--- src/rtl/tt_serial_tx_pkg.sv ---
// Shared types and constants for the serial transmitter.
// Latency: n/a (package only).
// Backpressure: n/a.
package tt_serial_tx_pkg;

    localparam int BAUD_BASE = 4;
    localparam int DATA_BITS = 8;
    localparam int SEL_W     = 3;
    localparam int TICK_W    = 9;

    typedef enum logic [2:0] {
        IDLE   = 3'd0,
        START  = 3'd1,
        DATA   = 3'd2,
        PARITY = 3'd3,
        STOP   = 3'd4
    } state_t;

    // Last count value of one bit period: (BAUD_BASE << sel) - 1, i.e. 3..511.
    function automatic logic [TICK_W-1:0] period_last(input logic [SEL_W-1:0] sel);
        logic [TICK_W:0] period;
        period = (TICK_W+1)'(BAUD_BASE) << sel;
        return TICK_W'(period - (TICK_W+1)'(1));
    endfunction

endpackage

--- src/rtl/tt_serial_tx_if.sv ---
// Link between the frame FSM and the bit-period generator.
// Latency: wires only.
// Backpressure: none; bit_tick is a one-cycle strobe.
interface tt_serial_tx_if;
    import tt_serial_tx_pkg::*;

    logic             restart;
    logic [SEL_W-1:0] sel;
    logic             bit_tick;

    modport master (output restart, output sel, input bit_tick);
    modport slave  (input restart, input sel, output bit_tick);

endinterface

--- src/rtl/serial_tx_baud_gen.sv ---
// Bit-period counter: strobes bit_tick on the last clock of each (4 << sel) period.
// Latency: first tick on the period-th clock after restart.
// Backpressure: none; free-runs and wraps, restart realigns it to a frame start.
module serial_tx_baud_gen
    import tt_serial_tx_pkg::*;
(
    input logic           clk,
    input logic           rst_n,
    tt_serial_tx_if.slave bus
);

    logic [TICK_W-1:0] cnt;
    logic [TICK_W-1:0] last;

    assign last         = period_last(bus.sel);
    assign bus.bit_tick = (cnt == last);

    // Count up within a period; reload at every bit boundary or frame start.
    always_ff @(posedge clk or negedge rst_n) begin
        if (!rst_n) begin
            cnt <= '0;
        end else if (bus.restart || bus.bit_tick) begin
            cnt <= '0;
        end else begin
            cnt <= cnt + TICK_W'(1);
        end
    end

endmodule

--- src/rtl/tt_um_nasser_hadi_serial_tx.sv ---
// UART-style byte transmitter: start, 8 data bits LSB first, optional even parity, stop.
// Latency: TXD falls 2 clocks after the start edge is first sampled.
// Backpressure: start edges seen while BUSY are dropped, never queued.
module tt_um_nasser_hadi_serial_tx
    import tt_serial_tx_pkg::*;
(
    input  logic       clk,
    input  logic       rst_n,
    input  logic       ena,
    input  logic [7:0] ui_in,
    input  logic [7:0] uio_in,
    output logic [7:0] uo_out,
    output logic [7:0] uio_out,
    output logic [7:0] uio_oe
);

    tt_serial_tx_if baud_bus ();

    serial_tx_baud_gen u_baud_gen (
        .clk   (clk),
        .rst_n (rst_n),
        .bus   (baud_bus.slave)
    );

    logic                 sync1, sync2, hist;
    logic                 start_det, accept;
    state_t               state;
    logic [2:0]           bit_cnt;
    logic [DATA_BITS-1:0] shreg;
    logic                 parity, pen_cap;
    logic [SEL_W-1:0]     sel_cap;
    logic                 txd, busy, done;
    logic                 unused;

    assign unused    = &{1'b0, ena, uio_in[7:5]};
    assign start_det = sync2 & ~hist;
    assign accept    = (state == IDLE) && start_det;

    assign baud_bus.restart = accept;
    assign baud_bus.sel     = sel_cap;

    assign uo_out  = {5'b0, done, busy, txd};
    assign uio_out = 8'h00;
    assign uio_oe  = 8'h00;

    // Two-flop synchronizer plus history flop; reset high so a held start is not an edge.
    always_ff @(posedge clk or negedge rst_n) begin
        if (!rst_n) begin
            sync1 <= 1'b1;
            sync2 <= 1'b1;
            hist  <= 1'b1;
        end else begin
            sync1 <= uio_in[0];
            sync2 <= sync1;
            hist  <= sync2;
        end
    end

    // Frame FSM with registered TXD/BUSY/DONE; frame parameters frozen at acceptance.
    always_ff @(posedge clk or negedge rst_n) begin
        if (!rst_n) begin
            state   <= IDLE;
            bit_cnt <= '0;
            shreg   <= '0;
            parity  <= 1'b0;
            pen_cap <= 1'b0;
            sel_cap <= '0;
            txd     <= 1'b1;
            busy    <= 1'b0;
            done    <= 1'b0;
        end else begin
            case (state)
                IDLE: begin
                    done <= 1'b0;
                    if (accept) begin
                        state   <= START;
                        shreg   <= ui_in;
                        parity  <= ^ui_in;
                        sel_cap <= uio_in[3:1];
                        pen_cap <= uio_in[4];
                        bit_cnt <= '0;
                        txd     <= 1'b0;
                        busy    <= 1'b1;
                    end
                end
                START: begin
                    if (baud_bus.bit_tick) begin
                        state <= DATA;
                        txd   <= shreg[0];
                    end
                end
                DATA: begin
                    if (baud_bus.bit_tick) begin
                        bit_cnt <= bit_cnt + 3'd1;
                        if (bit_cnt == 3'(DATA_BITS - 1)) begin
                            if (pen_cap) begin
                                state <= PARITY;
                                txd   <= parity;
                            end else begin
                                state <= STOP;
                                txd   <= 1'b1;
                            end
                        end else begin
                            shreg <= shreg >> 1;
                            txd   <= shreg[1];
                        end
                    end
                end
                PARITY: begin
                    if (baud_bus.bit_tick) begin
                        state <= STOP;
                        txd   <= 1'b1;
                    end
                end
                STOP: begin
                    if (baud_bus.bit_tick) begin
                        state <= IDLE;
                        busy  <= 1'b0;
                        done  <= 1'b1;
                    end
                end
                default: begin
                    state <= IDLE;
                    txd   <= 1'b1;
                    busy  <= 1'b0;
                    done  <= 1'b0;
                end
            endcase
        end
    end

endmodule

--- config.mk ---
export PLATFORM = sky130hd
export DESIGN_NAME = tt_um_nasser_hadi_serial_tx
export DESIGN_NICKNAME = d
export VERILOG_FILES = /design/src/rtl/tt_serial_tx_pkg.sv /design/src/rtl/tt_serial_tx_if.sv /design/src/rtl/serial_tx_baud_gen.sv /design/src/rtl/tt_um_nasser_hadi_serial_tx.sv
export SDC_FILE = /design/constraint.sdc
export NUM_CORES = 1
export LEC_CHECK = 0
export ABC_AREA = 1
export ABC_CLOCK_PERIOD_IN_PS = 1820
export CAP_MARGIN = 10
export CORE_ASPECT_RATIO = 1.5
export CORE_UTILIZATION = 35
export CTS_BUF_LIST = sky130_fd_sc_hd__clkbuf_8
export DETAILED_ROUTE_END_ITERATION = 8
export HOLD_SLACK_MARGIN = 0.1
export PLACE_DENSITY = 0.7
export SLEW_MARGIN = 40
export SYNTH_ARGS = -nofsm -noshare
export SYNTH_HDL_FRONTEND = slang
export SYNTH_SLANG_ARGS = --single-unit
--- constraint.sdc ---
create_clock -name clk -period 1.82 [get_ports clk]
set_input_delay 0.364 -clock clk [delete_from_list [all_inputs] [get_ports clk]]
set_output_delay 0.364 -clock clk [all_outputs]
set_load 0.05 [all_outputs]
# After elaboration in Yosys (flattened, before gate mapping)
# Index checks and enable logic that the tools add are counted.
[totals] regBits=34 output_inout_bits=24 elab_cells=74
[classes] add_sub_neg=3 eq_ne=13 shifts=1 muxes=27 bitwise=4 n_reduce_logical=13
[op_table] cell="3-bit 2-to-1 mux" count=9
[op_table] cell="8-bit 2-to-1 mux" count=3
[op_table] cell="8-bit one-hot mux with 2 select lines" count=1
[op_table] cell="3-bit one-hot mux with 5 select lines" count=1
[op_table] cell="2-bit by 1-bit inequality test with 1-bit output (second input constant)" count=5
[op_table] cell="9-bit by 1-bit adder with 9-bit output (second input constant)" count=1
[op_table] cell="9-bit equality test" count=1
[op_table] cell="9-bit 2-to-1 mux" count=1
[op_table] cell="3-bit by 3-bit << shifter with 9-bit output (first input constant)" count=1
[op_table] cell="9-bit by 1-bit subtractor with 9-bit output (second input constant)" count=1
[op_table] cell="1-bit 2-to-1 mux" count=8
[op_table] cell="8-bit parity" count=1
[op_table] cell="3-bit by 2-bit equality test with 1-bit output (second input constant)" count=2
[op_table] cell="3-bit equality test (second input constant)" count=2
[op_table] cell="3-bit one-hot mux with 2 select lines" count=1
[op_table] cell="3-bit AND reduction" count=2
[op_table] cell="6-bit AND reduction" count=1
[op_table] cell="1-bit one-hot mux with 5 select lines" count=1
[op_table] cell="5-bit AND reduction" count=1
[op_table] cell="2-bit inequality test (second input constant)" count=2
[op_table] cell="2-bit AND reduction" count=2
[op_table] cell="4-bit AND reduction" count=1
[op_table] cell="3-bit by 1-bit adder with 3-bit output (second input constant)" count=1
[op_table] cell="3-bit by 1-bit equality test with 1-bit output (second input constant)" count=1
[op_table] cell="9 further kinds" count=11

# Logic depth before layout (Yosys ltp)
# Gate-level depths: netlist (run 1).
[logic_depth] ltp_word=5 depth_mapped=11 depth_no_buf=11

# Modules after synthesis
# A second synthesis (run 1) with hierarchy kept.
[hier_totals] hier_cells=304 hier_area_um2=2253.4
[by_module_without_submodules] module="tt_um_nasser_hadi_serial_tx" n_inst=1 cells_each=221 area_per_inst_um2=1631.6
[by_module_without_submodules] module="serial_tx_baud_gen" n_inst=1 cells_each=83 area_per_inst_um2=621.8

# Worst setup path before layout (run 1)
# OpenSTA, ideal clock, no wires.
[synth_path] path_kind="register -> register" from="reg sel_cap[2], in the netlist baud_bus.sel[2]" to="reg state[0]" t_arrival_ps=1353 setup_slack_ps=350 stages_incl_launch_ff=11 cell_sequence="dfrtp_1 > nor2_1 > nor2_1 > nor2_1 > nand2_1 > nor2_1 > nand3_2 > nand2_1 > nand3_1 > nand2_1 > nand2_1"
[synth_between] elab_chain_cells=5 word_cells_on_any_way=8
[synth_lines] item="start, declared" line_no="tt_um_nasser_hadi_serial_tx.sv:31" text="logic [SEL_W-1:0] sel_cap;"
[synth_lines] item="start signal, assigned" line_no="tt_um_nasser_hadi_serial_tx.sv:79" text="sel_cap <= uio_in[3:1];"
[synth_lines] item="3-bit by 3-bit << shifter with 9-bit output (*)" line_no="tt_serial_tx_pkg.sv:22" text="period = (TICK_W+1)'(BAUD_BASE) << sel;"
[synth_lines] item="9-bit by 1-bit subtractor with 9-bit output (*)" line_no="tt_serial_tx_pkg.sv:23" text="return TICK_W'(period - (TICK_W+1)'(1));"
[synth_lines] item="9-bit equality test (*)" line_no="serial_tx_baud_gen.sv:16" text="assign bus.bit_tick = (cnt == last);"
[synth_lines] item="2-bit by 1-bit inequality test with 1-bit output (no source line)"
[synth_lines] item="6-bit AND reduction (no source line) (*)"
[synth_lines] item="end signal, assigned" line_no="tt_um_nasser_hadi_serial_tx.sv:62" text="state <= IDLE;"
[synth_lines] item="end signal, assigned" line_no="tt_um_nasser_hadi_serial_tx.sv:76" text="state <= START;"
[synth_lines] item="end signal, assigned" line_no="tt_um_nasser_hadi_serial_tx.sv:88" text="state <= DATA;"
[synth_lines] item="end, declared" line_no="tt_um_nasser_hadi_serial_tx.sv:27" text="state_t state;"
# Mark *: on every way between the ends. The rest lies on a longest branch, timed or not.
# A chain may end at the register's enable or synchronous reset.

# Worst setup path after layout (run 1)
[layout_path] from="reg sel_cap[2], in the netlist baud_bus.sel[2]" to="reg shreg[3]"
[layout_between] elab_chain_cells=5
[layout_lines] item="3-bit by 3-bit << shifter with 9-bit output" line_no="tt_serial_tx_pkg.sv:22"
[layout_lines] item="9-bit by 1-bit subtractor with 9-bit output" line_no="tt_serial_tx_pkg.sv:23"
[layout_lines] item="9-bit equality test" line_no="serial_tx_baud_gen.sv:16"
[layout_lines] item="2-bit by 1-bit inequality test with 1-bit output (no source line)"
[layout_lines] item="4-bit AND reduction (no source line)"
[layout_lines] item="end signal, assigned" line_no="tt_um_nasser_hadi_serial_tx.sv:77" text="shreg <= ui_in;"
[layout_lines] item="end signal, assigned" line_no="tt_um_nasser_hadi_serial_tx.sv:104" text="shreg <= shreg >> 1;"
[layout_lines] item="end, declared" line_no="tt_um_nasser_hadi_serial_tx.sv:29" text="logic [DATA_BITS-1:0] shreg;"
# No other way between the ends.

==> run metrics, run 1 <==
Power per Cell Area=around 1600 mW/mm2; share of layout cells above drive strength 1=approximately 11%; Area Growth Syn to Fin=15.24%; simple-gate area share of the yosys netlist=approximately 30%; Total GRT Usage=a little over an eighth; design area=around 0.0023 mm2; FP Rows=33; CP Class=reg2reg; hpwl dp=about 2800 um; CP max stage cell=dfrtp_2; CP Cell Sequence=nor2_2 > nor2_1 > nor2_1 > nand2_1 > nor2_1 > nand3_2 > nand2_4 > nand3_4 > nand2_1 > nand2_1; die height=95.23 um; Yosys top cell area share=roughly 37%; WP data arrival=about 1.9 ns; main combinational cell family by area after synthesis=simple AND/OR/NAND/NOR gates; most frequent cells after synthesis=nand2_1 (81), nor2_1 (31), dfrtp_1 (30); Clock transition at path regs=0.07 ns; post-synthesis cell count=270; Final min period=1.677 ns; post-synthesis mux area share=0%; Synth Area in Compound Gates=7.958%; count leader, synth=nand2_1; FFs w/ async S/R, synth=100.0%; worst-path fanout max=9; RePlAce Congestion=around 0.84; hold buffer count at cts=0; num ports=43; Adder-Cell Fraction of Synth Area=roughly 1.9%; fill count=between 500 and 600; number of buffers created by CTS=5; via count=about 1700; Max-Cap Viols=0; synth unique cells=27; number of global-route vias before repair=1500; status=finished clean; Synth area leaders=dfrtp_1 (37%), nand2_1 (15%), buf_4 (8.9%); worst r2r path cells=10; final hold viol count=0; Remaining DRCs=0; Synth Cell Area=roughly 0.0020 mm2; Die Footprint=approximately 0.006 mm2; final non-filler cell total=367; Worst setup EP type=flop; drt total wl=about 3900 um; Placed Cells=between 300 and 400; Hold Crit Class=reg2reg; starting density of the core=36.66%; diodes inserted=0; Max Clock Freq=0.5963 GHz; Seq cells post-synth=34; core area=between 0.005 and 0.006 mm2; number of clock sinks=34; Antenna Violating Nets Remaining=0; clk buf depth=2; fin nets=~320; CP max stage delay=approximately 0.47 ns; first-pass GRT wire length=approximately 6400 um; drt wl/cell=between 10 and 15 um; Post-Synth XOR/XNOR Area=under 10%; Clk Latency, worst-skew pair=roughly 0.28 ns; IO buf count=17; first-pass iteration count of the detailed router=4; final setup skew=about 0.011 ns; sequential fraction of the synthesis area=42.20%; Pins Over Slew Limit=0; Synth Flop Type=dfrtp_1; initial antenna violation count=0; VDD IR max=0.4981 mV; setup tns final=0 ns; Iteration-0 DRC Markers=86; Fin Hold WS=roughly 0.36 ns; worst setup margin=0.1430 ns; period utilization=92.14%; placed cell area=approximately 0.0022 mm2; gr ovfl total=0; largest net degree at the start of global routing=35; drt via density=about 4.6; syn avg cell area=7.512 um2; Reg area=857.1 um2; Yosys top cell by area=dfrtp_1; CP Launch Type=flop; critical path required time=around 2.0 ns; H-Tree Depth=2; Lkg Pwr=~1.2 nW; CTS tree=done; die width=about 64 um; worst slack at placement=roughly 0.09 ns; Multi-input gate area=roughly 970 um2; hold path depth=0; Synth Warn #=0; setup violators final=0; Post-synth EDFFs=0; CTS Root Cell=clkbuf_8
## kinds of logic after synthesis
kind of cell	count (synthesis)
XOR/XNOR	9
AO/OA/AOI/OAI	31
AND/OR/NAND/NOR	139
flip-flops	34
buffers and inverters	53
other	1
adder cells (fa/ha/maj)	3
## cell usage in the layout (no fill, tap or decap), drive strengths merged
cell / netlist / layout
ha: 3 / 3
buf: 26 / 13
o21ai: 20 / 20
nor2: 31 / 31
a21oi: 9 / 9
nand4: 11 / 11
clkbuf: 2 / 5
inv: 25 / 28
nor3b: 1 / 1
dfstp: 4 / 4
nor3: 4 / 4
clkdlybuf4s50: 0 / 14
conb: 1 / 21
dfrtp: 30 / 30
xnor2: 5 / 5
a31oi: 2 / 2
xor2: 4 / 4
nand2: 84 / 84
or2: 1 / 1
nand3: 7 / 7
## path summary, 6_finish.rpt
check	from	endpoint	slack (ns)
max	baud_bus.sel[2]	shreg[3]	0.14
min	sync1	sync2	0.36
max reg2reg	baud_bus.sel[2]	shreg[3]	0.14
min reg2reg	sync1	sync2	0.36
max in group asynchronous	rst_n	sync1	1.12
min in group asynchronous	rst_n	u_baud_gen.cnt[4]	0.44
## power breakdown
part	switching, mW	internal, mW
Clock	0.256	0.255
Combinational	1.22	0.683
Sequential	0.230	1.05
Total	1.71	1.99
## registers in the layout (all words and copies together), names as in the netlist
name and cells:
u_baud_gen.cnt 9, bit_cnt 3, pen_cap 1, sync2 1
parity 1, baud_bus.sel 3, state 3, shreg 8
hist 1, busy 1, sync1 1, txd 1
done 1
## layer usage
metal  track usage, %  routed length [um]  up-vias
met5                0                   0        -
met4            8.333                 130        0
met3            2.990                 169       10
met2            23.67                1935       51
met1            15.17                1643      772
li1                 -                   -      869
## stage by stage
step	utilization [%]	power, mW
2_1_floorplan	-	2.704
3_3_place_gp	40.00	3.050
3_5_place_dp	40.00	3.093
4_1_cts	41.45	3.616
5_1_grt	42.24	4.046
6_report	42.24	3.697
## area by class of cell
type                    count  area share, %
multi-input cells         203          41.43
flip-flops and latches     34          36.67
repair buffers             27          10.71
inverters                  25          4.015
well taps                  70          3.747
clock buffers               5          2.944
clock inverters             3         0.4818
## worst max-delay path, delay by kind of cell (launching register included)
family | cells | cell delay (ns)
and+or+nand+nor | 10 | 1.09
DFF | 1 | 0.47
## timing repair
action / 4_1_cts / 5_1_grt
buffers inserted: 0 / 4
gates resized for setup: 0 / 5
endpoints found under the setup margin: 0 / 12
(Power assumes the default switching activity.)
==> inputs of run 2 (changes only) <==
CTS_BUF_LIST = not set   (was sky130_fd_sc_hd__clkbuf_8)
==> run 2 against run 1 <==
  * Combinational power hardly changed
  * Sequential share of layout area unchanged
  * Final cell count is the same
  * Clock power is 3% higher
  * Critical path depth is the same
  * Largest cell class unchanged
  * Highest routed layer unchanged
==> run metrics, run 2 (synthesized netlist as in run 1, its figures left out) <==
CP max stage cell=dfrtp_2; most common cell after layout, fill and taps aside=nand2_1; critical path required time=1.99 ns (about the same); status=finished clean; met3 GRT Util=2.990% (unchanged); drt wl/cell=10.59 um (+0.21%); Psw=1.709 mW (+0.15%); worst slack at placement=0.08997 ns (unchanged); core area=0.005533 mm2 (unchanged); via count=1710 (+0.47%); final setup skew=0.01065 ns (+0.00004420 ns); clock power share=14.2% (+0.4 points); design area=0.002337 mm2 (unchanged); power share of the combinational group=51.3% (-0.2 points); Hold Crit Class=reg2reg; Clock transition at path regs=0.07 ns (about the same); Antenna Violating Nets Remaining=0 (unchanged); worst-path fanout max=9 (unchanged); final hold viol count=0 (unchanged); P_int=2.008 mW (+0.85%); CP Class=reg2reg; Max-Cap Viols=0 (unchanged); number of global-route vias before repair=1500 (unchanged); setup tns final=0 ns (unchanged); Fin Hold WS=0.3604 ns (unchanged); largest net degree at the start of global routing=35 (unchanged); Placed Cells=355 (unchanged); met2 usage=23.67% (unchanged); CTS Root Cell=clkbuf_8; CP Launch Type=flop; Area Growth Syn to Fin=15.24% (unchanged); drt total wl=3886 um (+0.21%); Net Sw Frac=45.97% (-0.17 points); flip-flop count of the largest register after layout=9 (unchanged); hpwl dp=2764 um (unchanged); die width=64.16 um (unchanged); die height=95.23 um (unchanged); Power per Cell Area=1590 mW/mm2 (+0.53%); GR peak layer=met2; Die Footprint=0.006109 mm2 (unchanged); FP Rows=33 (unchanged); hold buffer count at cts=0 (unchanged); Worst setup EP type=flop; sequential power share=34.6% (about the same); H-Tree Depth=2 (unchanged); final non-filler cell total=367 (unchanged); gr ovfl total=0 (unchanged); setup violators final=0 (unchanged); largest reg by FF count=u_baud_gen.cnt; clk buf depth=2 (unchanged); fin nets=318 (unchanged); VDD IR max=0.4995 mV (+0.27%); Final min period=1.679 ns (+0.001651 ns); share of layout cells above drive strength 1=11.45% (unchanged); number of clock sinks=34 (unchanged); Iteration-0 DRC Markers=96 (+12%); Max Clock Freq=0.5957 GHz (about the same); Remaining DRCs=0 (unchanged); worst setup margin=0.1414 ns (-0.001651 ns); period utilization=92.23% (about the same); num ports=43 (unchanged); starting density of the core=36.66% (unchanged); IO buf count=17 (unchanged); CP Cell Sequence=nor2_2 > nor2_1 > nor2_1 > nand2_1 > nor2_1 > nand3_2 > nand2_4 > nand3_4 > nand2_1 > nand2_1; first-pass iteration count of the detailed router=4 (unchanged); most frequent cells in the layout=nand2_1 (80), nor2_1 (30), dfrtp_1 (29), inv_1 (23), conb_1 (21); placed cell area=0.002213 mm2 (unchanged); Lkg Pwr=1.169 nW (-1.1%); Total GRT Usage=13.65% (unchanged); worst path bufs/invs=0 (unchanged); Pins Over Slew Limit=0 (unchanged); RePlAce Congestion=0.8415 (unchanged); WP data arrival=1.85 ns (about the same); met1 Track Usage GR=15.17% (unchanged); Top Registers=u_baud_gen.cnt (9), shreg (8); first-pass GRT wire length=6389 um (unchanged); number of buffers created by CTS=5 (unchanged); CP max stage delay=0.47 ns (about the same); initial antenna violation count=0 (unchanged); drt via density=4.659 (+0.47%); CTS tree=done; diodes inserted=0 (unchanged); Clk Latency, worst-skew pair=0.28 ns (about the same); family with the most delay on the worst path=simple AND/OR/NAND/NOR gates
## run 2: cell types whose count changed in the layout (fill, tap and decap cells not counted)
cell / before / now
inv_1: 26 / 23
clkbuf_1: 0 / 3
## run 2: worst paths after layout
check | start | end | slack (ns) | cells past startpoint
worst max register to register | baud_bus.sel[2] | shreg[3] | 0.14 | 10
worst min-delay path | sync1 | sync2 | 0.36 | 0
max in group asynchronous | rst_n | sync1 | 1.12 | 2
worst min register to register | sync1 | sync2 | 0.36 | 0
min in group asynchronous | rst_n | u_baud_gen.cnt[4] | 0.44 | 2
worst max-delay path | baud_bus.sel[2] | shreg[3] | 0.14 | 10
## run 2: power groups by stage
stage / clock, mW / combinational, mW / sequential [mW]
after detailed placement: 0 / 1.81 / 1.29
after global placement: 0 / 1.77 / 1.28
after global routing: 0.572 / 2.16 / 1.33
after CTS: 0.546 / 1.81 / 1.28
final: 0.527 / 1.91 / 1.28
after floorplan: 0 / 1.47 / 1.23
## run 2: cell type report
cell class / count / area (um2)
inverters: 25 / 93.84
multi-input cells: 203 / 968.4
repair buffers: 27 / 250.2
flip-flops and latches: 34 / 857.1
clock buffers: 8 / 80.08
well taps: 70 / 87.58
fillers: 588 / 3196
## run 2: layer usage
layer | wire (um) | vias up | share of wire [%]
met4 | 130 | 0 | 3.3
met3 | 179 | 10 | 4.6
met5 | 0 | - | 0
li1 | - | 867 | -
met2 | 1931 | 58 | 50
met1 | 1645 | 775 | 42
## run 2: timing repair
item | in CTS | in global routing
setup buffers | 0 | 4
gates resized for setup | 0 | 5
setup endpoints to repair | 0 | 12
## run 2: through the flow
stage,util (%),power (mW)
after global routing,42.24,4.062
after detailed placement,40.00,3.093
after floorplan,-,2.704
final,42.24,3.717
after CTS,41.45,3.631
after global placement,40.00,3.050
==> variant, RTL diff (settings of run 1) <==
Change the package constant `TICK_W` from 9 to 18.
--- a/src/rtl/tt_serial_tx_pkg.sv
+++ b/src/rtl/tt_serial_tx_pkg.sv
@@ -6,7 +6,7 @@
     localparam int BAUD_BASE = 4;
     localparam int DATA_BITS = 8;
     localparam int SEL_W     = 3;
-    localparam int TICK_W    = 9;
+    localparam int TICK_W    = 18;
 
     typedef enum logic [2:0] {
         IDLE   = 3'd0,
Formal check against the unedited RTL: no difference found for any inputs over 10 cycles, from zero or initial values and one cycle with rst_n low; that may be too few to reach the edited logic, so the function may still have changed.
==> variant against run 1 <==
The flow now finishes with violations (setup timing). Sequential cell count is 9 higher. Synthesized area is 31% higher. Design area is 46% higher. Sequential power is 17% higher. Cell count is 38% higher. Routed wire length is 52% higher. Total power is 29% higher. Worst setup slack worse by 0.45 ns. Highest routed layer unchanged.
==> variant: results (changes against run 1) <==
| Metric | Value |
|---|---|
| DR vias | `2,343 (+38%)` |
| Final RePlAce weighted congestion | `0.852 (+1.2%)` |
| Area post-placement | `2990 sq um (+35%)` |
| Setup Viol. Count Final | `35 (+35)` |
| Yosys cell types | `33 (+22%)` |
| 1st-iter DRT viols | `97 (+13%)` |
| Biggest regs | `u_baud_gen.cnt (18), shreg (8)` |
| Fin area | `3410 sq um (+46%)` |
| Layout clock area frac | `2.49% (-0.93 points)` |
| Commonest cells in the netlist | `nand2_1 (105), inv_1 (40), dfrtp_1 (39), nor2_1 (39), buf_4 (24)` |
| Compound-Gate Fraction of Synth Area | `8.26% (+0.30 points)` |
| Reg clk slew, reported paths | `0.09 ns (+0.02 ns)` |
| Slowest cell on crit path | `dfrtp_1` |
| Violated checks | `setup timing` |
| Fraction of cell area in non-clock buffers | `13.1% (+2.4 points)` |
| Fraction of synthesized cell area in xor and xnor cells | `4.93% (+1.0 points)` |
| Final WS setup | `-0.308 ns (-0.451 ns)` |
| Multi-input logic portion of the cell area | `44.1% (+2.6 points)` |
| Switching part of the total | `46.3% (+0.14 points)` |
| Layout cells sized above 1 | `28.3% (+17 points)` |
| First-pass GRT wire length | `9870 microns (+54%)` |
| #MultiIn Comb | `264 (+30%)` |
| Vias/cell | `4.63 (-0.15%)` |
| Comb power frac | `55.7% (+4.2 points)` |
| Largest net degree at the start of global routing | `25 (-29%)` |
| Fillers | `717 (+22%)` |
| Count of plain and timing-repair buffers | `46 (+70%)` |
| Adder-cell share of the synthesized area | `1.88% (+0.027 points)` |
| Status | `complete, but fails checks` |
==> variant: cell types whose count changed in the layout (fill, tap and decap cells not counted), sizes merged, moves of 2 or more <==
cell and change:
a21oi -2, dfrtp +9, inv +18, nand3 +10
o21ai +5, xor2 +5, nor3 +3, nor2 +12
nand2 +25, nand4 -4, buf +18
==> variant: final timing paths <==
kind / cells past startpoint / end / start / slack (ns)
setup reg to reg: 15 / shreg[0] / baud_bus.sel[1] / -0.31
max in group asynchronous: 3 / hist / rst_n / 0.70
min in group asynchronous: 2 / u_baud_gen.cnt[3] / rst_n / 0.55
hold reg to reg: 0 / sync2 / sync1 / 0.36
setup / recovery: 15 / shreg[0] / baud_bus.sel[1] / -0.31
hold / removal: 0 / sync2 / sync1 / 0.36
==> variant: repair_timing <==
action                                  in CTS  in global routing
pin swaps                                   11                 28
hold endpoints to repair                    18                  0
hold buffers                                 1                  0
gates resized for setup                     26                 36
endpoints found under the setup margin      35                 35
gates cloned                                 3                  1
buffers inserted                             7                  0
